**src/rtl/uart_pkg.sv**
```systemverilog
// Shared UART receive definitions: FSM state encoding, parity mode
// constants and the parity-error decision helper.
package uart_pkg;

    typedef enum logic [2:0] {
        IDLE,
        START,
        DATA,
        PARITY,
        STOP
    } uart_state_t;

    localparam logic [1:0] PAR_NONE     = 2'b00;
    localparam logic [1:0] PAR_EVEN     = 2'b10;
    // Any mode with bit 0 set is odd parity (2'b01 and 2'b11).
    localparam logic [1:0] PAR_ODD_MASK = 2'b01;

    // x is the XOR of all valid data bits and the received parity bit.
    function automatic logic parity_error(input logic [1:0] mode, input logic x);
        if ((mode & PAR_ODD_MASK) != PAR_NONE) begin
            return ~x;
        end
        return x;
    endfunction

endpackage

```
**src/rtl/uart_baud_counter.sv**
```systemverilog
// Bit-timing counter for the UART receiver.
// Ports:
//   clk   - clock, rising edge
//   rst   - synchronous active-high reset
//   clear - hold the count at zero
//   half  - 1: tick after CLKS_PER_BIT/2 cycles, 0: after CLKS_PER_BIT cycles
//   tick  - one-cycle strobe at the sample point; the count restarts on it
module uart_baud_counter #(
    parameter int unsigned CLKS_PER_BIT = 868
) (
    input  logic clk,
    input  logic rst,
    input  logic clear,
    input  logic half,
    output logic tick
);

    localparam int unsigned CNT_W = $clog2(CLKS_PER_BIT);
    localparam logic [CNT_W-1:0] FULL_LAST = CNT_W'(CLKS_PER_BIT - 1);
    localparam logic [CNT_W-1:0] HALF_LAST = CNT_W'(CLKS_PER_BIT / 2 - 1);

    logic [CNT_W-1:0] count;

    // Decoded from the count register so the FSM sees the strobe on the sample cycle.
    assign tick = (count == (half ? HALF_LAST : FULL_LAST));

    // Free-running interval counter, restarted by clear or its own tick.
    always_ff @(posedge clk) begin
        if (rst || clear || tick) begin
            count <= '0;
        end else begin
            count <= count + CNT_W'(1);
        end
    end

endmodule

```
**src/rtl/uart_rx.sv**
```systemverilog
// UART receiver: start/data/parity/stop framing with mid-bit sampling,
// 7 or 8 data bits, none/odd/even parity, framing and parity error flags.
// Ports:
//   clk         - clock, rising edge
//   rst         - synchronous active-high reset
//   rx          - serial line, idles high
//   data_length - 1: 8 data bits, 0: 7 data bits (latched at start of frame)
//   parity_type - 00 none, x1 odd, 10 even (latched at start of frame)
//   data_out    - received word, bit 7 is 0 for 7-bit frames
//   data_valid  - one-cycle pulse, one clock after the stop-bit sample
//   parity_err  - parity mismatch for the word marked by data_valid
//   frame_err   - stop bit was low for the word marked by data_valid
//   busy        - receiver is inside a frame
// Build option: define UART_RX_SYNC_EN to pass rx through a 2-flop
// synchronizer (adds 2 clocks to every sample point and to data_valid).
module uart_rx
    import uart_pkg::*;
#(
    parameter int unsigned CLKS_PER_BIT = 868
) (
    input  logic       clk,
    input  logic       rst,
    input  logic       rx,
    input  logic       data_length,
    input  logic [1:0] parity_type,
    output logic [7:0] data_out,
    output logic       data_valid,
    output logic       parity_err,
    output logic       frame_err,
    output logic       busy
);

    uart_state_t state;
    logic        rx_s;
    logic        tick;
    logic        cnt_clear;
    logic        cnt_half;
    logic [2:0]  bit_cnt;
    logic        len8_q;
    logic [1:0]  par_q;
    logic [7:0]  shift_q;
    logic        par_acc;
    logic        perr_q;
    logic        valid_pend;

`ifdef UART_RX_SYNC_EN
    logic [1:0] rx_sync;

    // Two-flop synchronizer; resets to the idle line level.
    always_ff @(posedge clk) begin
        if (rst) begin
            rx_sync <= 2'b11;
        end else begin
            rx_sync <= {rx_sync[0], rx};
        end
    end

    assign rx_s = rx_sync[1];
`else
    assign rx_s = rx;
`endif

    // Counter idles at zero so START measures half a bit from the falling edge.
    assign cnt_clear = (state == IDLE);
    assign cnt_half  = (state == START);

    uart_baud_counter #(
        .CLKS_PER_BIT(CLKS_PER_BIT)
    ) u_baud (
        .clk   (clk),
        .rst   (rst),
        .clear (cnt_clear),
        .half  (cnt_half),
        .tick  (tick)
    );

    // Frame FSM with registered outputs.
    always_ff @(posedge clk) begin
        if (rst) begin
            state      <= IDLE;
            bit_cnt    <= 3'd0;
            len8_q     <= 1'b1;
            par_q      <= PAR_NONE;
            shift_q    <= 8'h00;
            par_acc    <= 1'b0;
            perr_q     <= 1'b0;
            valid_pend <= 1'b0;
            data_out   <= 8'h00;
            data_valid <= 1'b0;
            parity_err <= 1'b0;
            frame_err  <= 1'b0;
            busy       <= 1'b0;
        end else begin
            // Pulse lags the stop sample by one clock.
            data_valid <= valid_pend;
            valid_pend <= 1'b0;

            case (state)
                IDLE: begin
                    if (!rx_s) begin
                        state   <= START;
                        busy    <= 1'b1;
                        bit_cnt <= 3'd0;
                        len8_q  <= data_length;
                        par_q   <= parity_type;
                        par_acc <= 1'b0;
                        perr_q  <= 1'b0;
                    end
                end

                START: begin
                    if (tick) begin
                        if (rx_s) begin
                            // Glitch, not a start bit.
                            state <= IDLE;
                            busy  <= 1'b0;
                        end else begin
                            state <= DATA;
                        end
                    end
                end

                DATA: begin
                    if (tick) begin
                        shift_q <= {rx_s, shift_q[7:1]};
                        par_acc <= par_acc ^ rx_s;
                        bit_cnt <= bit_cnt + 3'd1;
                        if (bit_cnt == (len8_q ? 3'd7 : 3'd6)) begin
                            state <= (par_q == PAR_NONE) ? STOP : PARITY;
                        end
                    end
                end

                PARITY: begin
                    if (tick) begin
                        perr_q <= parity_error(par_q, par_acc ^ rx_s);
                        state  <= STOP;
                    end
                end

                STOP: begin
                    if (tick) begin
                        // A 7-bit word sits in shift_q[7:1] after seven shifts.
                        data_out   <= len8_q ? shift_q : {1'b0, shift_q[7:1]};
                        parity_err <= (par_q == PAR_NONE) ? 1'b0 : perr_q;
                        frame_err  <= ~rx_s;
                        valid_pend <= 1'b1;
                        state      <= IDLE;
                        busy       <= 1'b0;
                    end
                end

                default: begin
                    state <= IDLE;
                    busy  <= 1'b0;
                end
            endcase
        end
    end

endmodule

```
**config.mk**
```make
export PLATFORM = sky130hd
export DESIGN_NAME = uart_rx
export DESIGN_NICKNAME = d
export VERILOG_FILES = /design/src/rtl/uart_pkg.sv /design/src/rtl/uart_baud_counter.sv /design/src/rtl/uart_rx.sv
export SDC_FILE = /design/constraint.sdc
export NUM_CORES = 1
export LEC_CHECK = 0
export BUFFER_PORTS_ARGS = -buffer_cell sky130_fd_sc_hd__buf_2
export CORE_MARGIN = 1.5
export CORE_UTILIZATION = 59
export DETAILED_ROUTE_END_ITERATION = 16
export PLACE_DENSITY = 0.89
export SETUP_SLACK_MARGIN = 0.02
export SYNTH_ARGS = -nofsm -noshare
export SYNTH_HDL_FRONTEND = slang
export SYNTH_HIERARCHICAL = 1
export SYNTH_SLANG_ARGS = --single-unit
export TNS_END_PERCENT = 5
```
**constraint.sdc**
```tcl
create_clock -name clk -period 3.9 [get_ports clk]
set_input_delay 0 -clock clk [delete_from_list [all_inputs] [get_ports clk]]
set_output_delay 0 -clock clk [all_outputs]
set_load 0.005 [all_outputs]
```
# == Word-level counts from Yosys, hierarchy flattened ==
# Cells that the tools add are included.
# totals
ff_bits,42
latchBits,0
ram_bits,0
rom_bits,0
input_bits,6
word_cells,82
memories,0
# op_classes
n_addsub,2
multipliers,0
n_div,0
magnitude_cmp,0
eq_ne,13
shift,0
muxes,33
n_bitwise,5
n_reduce_logical,15
# ops
operator,n
$mux 3,9
$mux 1,16
$pmux 3 s5,1
$add 10x1->10 const B,1
$eq 10x10->1,1
$mux 10,1
$mux 8,1
$ne 2x2->1 const B,4
$eq 3x2->1 const B,2
$ne 2x1->1 const B,3
$pmux 3 s2,1
$reduce_and 2->1,3
$reduce_and 3->1,2
$reduce_and 6->1,1
$reduce_and 5->1,1
$not 1->1,4
$pmux 1 s2,2
$pmux 1 s4,1
$reduce_bool 2->1,2
$reduce_or 2->1,2
$add 3x1->3 const B,1
$eq 3x1->1 const B,1
$eq 3x3->1,1
$eq 3x3->1 const B,1
5 further kinds,6

# == Logic depth before layout (Yosys ltp) ==
# logic_depth
depth_word,9
mapped_depth,13

# == Modules after synthesis ==
# The synthesis kept the hierarchy.
# modules_own_cells
mod,instances,cells_per_inst,area_each_um2
uart_rx,1,173,1571.5
uart_baud_counter,1,56,536.8

# == Worst setup path after synthesis ==
# Ideal clock, no wire load.
# synth_timing
path_type,flip-flop to flip-flop
from,register state[2]
to,register bit_cnt[1]
setup_time_ps,128
arrival_time_ps,2316
t_required_ps,3772
setup_slack_ps,1457
path_stages_with_launch,14
n_path_buf,5
cell_sequence,dfxtp_1 > buf_4 > clkbuf_1 > nor3b_1 > or2_2 > o22ai_2 > buf_4 > and2_1 > buf_2 > and4bb_2 > buf_4 > nor2_1 > a22oi_1 > nor2_1
# synth_via
elab_chain_len,5
elab_cells_between_ends,10
classes_between,5 x eq/ne; 2 x mux; 3 x reduce/logical
# synth_lines
item,line_no,rtl
"start, declared",uart_rx.sv:33,uart_state_t state;
"start signal, assigned",uart_rx.sv:129,state <= (par_q == PAR_NONE) ? STOP : PARITY;
$eq 3x1->1,uart_rx.sv:65,assign cnt_half = (state == START);
via cnt_half,uart_rx.sv:37,logic cnt_half;
$mux 10,uart_baud_counter.sv:25,assign tick = (count == (half ? HALF_LAST : FULL_LAST));
$eq 10x10->1,uart_baud_counter.sv:25,
via tick,uart_rx.sv:35,logic tick;
$ne 2x1->1 (no line),--,
$reduce_and 3->1 (no line),--,
"end signal, assigned",uart_rx.sv:127,bit_cnt <= bit_cnt + 3'd1;
"end, declared",uart_rx.sv:38,logic [2:0] bit_cnt;
# The timed path passes the listed nets, and every way through them passes these cells.
# A chain may end at the register's enable or synchronous reset.

# == Final worst setup path ==
# layout_timing
from,register state[0]
to,register data_out[2]
# layout_via
elab_chain_len,4
elab_cells_between_ends,5
classes_between,3 x eq/ne; 1 x mux; 1 x reduce/logical
# layout_lines
item,line_no,rtl
$eq 3x1->1,uart_rx.sv:65,
via cnt_half,uart_rx.sv:37,
$mux 10,uart_baud_counter.sv:25,
$eq 10x10->1,uart_baud_counter.sv:25,
via tick,uart_rx.sv:35,
$reduce_and 2->1 (no line),--,
"end signal, assigned",uart_rx.sv:144,"data_out <= len8_q ? shift_q : {1'b0, shift_q[7:1]};"
"end, declared",uart_rx.sv:26,"output logic [7:0] data_out,"
# The timed path passes the listed nets, and every way through them passes these cells.

==> results_dict.tcl <==
set metrics [dict create \
    hold_viol 0 \
    ys_seq_area_share_pct 39.9 \
    route.detailed.drc 0 \
    antenna_found_initial 0 \
    synth_commonest_cells "dfxtp_1, nand2_1, nor2_1" \
    clock-root-buffer "clkbuf_4" \
    die_height_um 62.8 \
    std_cell_rows 21 \
    clkPwrFrac_pct 29.7 \
    max_cap_violations 0 \
    cts_buffer_depth 2 \
    initial_core_util_pct 62.2 \
    synth_top_cell_by_area "dfxtp_1" \
    worstPathArrival_ns 3.36 \
    drtIter0Drc 78 \
    vias 1618 \
    ioPinCount 18 \
    relSlewSlack_pct 55.7 \
    die_width_um 62.8 \
    synthArstFlopShare_pct 0 \
    utilization_pct 66.6 \
    clk_pin_slew_ns 0.12 \
    hold_class "in2reg" \
    internal-power_mw 0.689 \
    numPortBuffers 17 \
    clock.fmax_mhz 326 \
    switching_share_pct 27.9 \
    critPathKind "reg2reg" \
    synth_edf_count 0 \
    tightest_slew_ns 0.663 \
    grt_max_degree 36 \
    ys.flop_type "dfxtp_1" \
    core_mm2 0.00339 \
    diodes 0 \
    grt_overflow 0 \
    required_ns 4.19 \
    dieArea_mm2 0.00394 \
    ys_ff_latch 42 \
    cts_sinks 42 \
    routed_via_density 5.66 \
    start_kind "register" \
    ant_nets 0 \
    synthDistinctLibCells 58 \
    htreeDepth 2 \
    dp_slack_ns 0.847 \
    synthesis.nets 237 \
    setup_viol 0 \
    timing.critical_path.to "data_out[2]" \
    syn_area_mm2 0.00211 \
    reg2reg_depth 8 \
    area_growth_pct 7.12 \
    timing.final.ws_setup_ns 0.831 \
    grt_util_all_layers_pct 21.0 \
    irDropWorstVdd_uv 319 \
    p_leak_nw 0.831 \
    rsz0062_at_grt "false" \
    outcome "completed" \
    placed_area_mm2 0.00214 \
    dr.pass1.iters 4 \
    drt-wirelength-per-cell_um 13.0 \
    grt_pass1_vias 1473 \
    syn-instance-count 229 \
    finalCritPeriodShare_pct 78.7 \
    holdWs_ns 0.125 \
    fin_crit_ns 3.07 \
    insertion_delay_ns 0.36 \
    reg2reg_to "data_out[2]" \
    ys_top_cells_by_area "dfxtp_1, nand2_1, mux2i_1" \
    stdcell_area_mm2 0.00226 \
    synth_warnings 6 \
    pwr-share-comb_pct 18.3 \
    grt_pass1_wl_um 6550 \
    critPathCaptureType "register" \
    avgSynthCellArea_um2 9.21 \
    p_seq_share_pct 52.0 \
    reg2reg_slack_ns 0.83 \
    cellPowerDensity_mw_per_mm2 423 \
    crit_fanout 20 \
    final_net_count 248 \
    power.switching_mw 0.266 \
    skew_ns 0.0117 \
    dpl.hpwl_um 2550 \
    synth_top_area_share_pct 39.9 \
    reg2reg_from "state[0]" \
    layout-drive-gt1-share_pct 20.4 \
    yosysMostFrequentCell "dfxtp_1" \
    post_cts_buffers 0 \
    gp_congestion 0.799 \
    totalWireLength_um 3730 \
    setup_tns_ns 0 \
    cts_buffers 5 \
    critPathLaunch "state[0]" \
    slew_violations 0 \
    cts_tree "yes" \
]
-- repair_timing --
action / in CTS / in global routing
hold buffers: 4 / 0
resized for setup: 0 / 0
hold endpoints to repair: 4 / 0
-- routing by layer --
metal | part of all wire (%) | vias to the layer above | global-route usage [%] | wire [µm]
met3 | 3.6 | 7 | 6.31 | 136
li1 | - | 835 | - | -
met5 | 0 | - | 0 | 0
met4 | 2.0 | 0 | 10.0 | 76
met1 | 47 | 750 | 24.7 | 1760
met2 | 47 | 26 | 34.9 | 1760
-- power by group through the flow --
stage | clock network (mW) | logic [mW] | registers [mW]
after floorplan | 0 | 0.192 | 0.469
after global placement | 0 | 0.167 | 0.505
after detailed placement | 0 | 0.172 | 0.507
after CTS | 0.293 | 0.177 | 0.497
after global routing | 0.310 | 0.193 | 0.503
final | 0.284 | 0.175 | 0.497
-- per-stage QoR --
step	cells	power [mW]
2_1_floorplan	229	0.662
3_3_place_gp	275	0.672
3_5_place_dp	275	0.679
4_1_cts	286	0.966
5_1_grt	286	1.01
6_report	286	0.956
-- kinds of logic (layout without fill, tap and decap cells) --
| kind of cell | Yosys count | after routing | share of synthesized area [%] |
|---|---|---|---|
| muxes | 10 | 10 | 4.81 |
| and+or+nand+nor | 91 | 91 | 25.6 |
| adders and majority gates | 2 | 2 | 1.19 |
| buffers and inverters | 22 | 33 | 6.82 |
| DFF | 42 | 42 | 39.9 |
| AOI/OAI and AO/OA | 54 | 54 | 18.3 |
| xor gates and xnor gates | 8 | 8 | 3.32 |
-- critical path, cell delays in order, from the launching register on --
cell and delay, ns:
dfxtp_1 0.76, nor3b_1 0.29, nand2_1 0.09, o22ai_2 0.36, and2_1 0.42, nor2b_4 0.23
and3b_1 0.54, nor2_1 0.11, a211oi_2 0.20
-- cell type report --
type,instances,area [µm²]
Fill cell,264,1130
Multi-Input combinational cell,165,1120
Sequential cell,42,841
Timing Repair Buffer,24,148
Tap cell,46,57.6
Clock buffer,6,51.3
Clock inverter,1,30.0
Inverter,2,7.51
-- worst min path at each step --
| stage | from | end | slack [ns] | cells past startpoint |
|---|---|---|---|---|
| CTS | rst | bit_cnt[0] | 0.11 | 2 |
| finish | rst | par_q[1] | 0.13 | 2 |
| detailed placement | data_length | len8_q | 0.21 | 2 |
| global placement | data_length | len8_q | 0.21 | 2 |
| floorplan | data_length | len8_q | 0.12 | 1 |
| global route | rst | bit_cnt[0] | 0.14 | 2 |
-- state kept, by name (all words and copies together), names as in the netlist --
| register | flops |
|---|---|
| data_valid | 1 |
| len8_q | 1 |
| shift_q | 8 |
| bit_cnt | 3 |
| state | 3 |
| u_baud/count | 10 |
| frame_err | 1 |
| valid_pend | 1 |
| par_acc | 1 |
| busy | 1 |
| parity_err | 1 |
| data_out | 8 |
| par_q | 2 |
| perr_q | 1 |
-- layout by cell type, fill, tap and decap left out, drive strengths merged, types with 4 or more instances in the layout --
| master | count |
|---|---|
| nor2b | 7 |
| a221oi | 5 |
| a211oi | 12 |
| a21oi | 17 |
| buf | 20 |
| dfxtp | 42 |
| xor2 | 5 |
| nand3 | 7 |
| or3 | 4 |
| dlygate4sd3 | 4 |
| mux2i | 9 |
| nand2 | 28 |
| o21ai | 8 |
| clkbuf | 6 |
| nor2 | 18 |
Note: power is estimated with default switching activity, not from simulation.
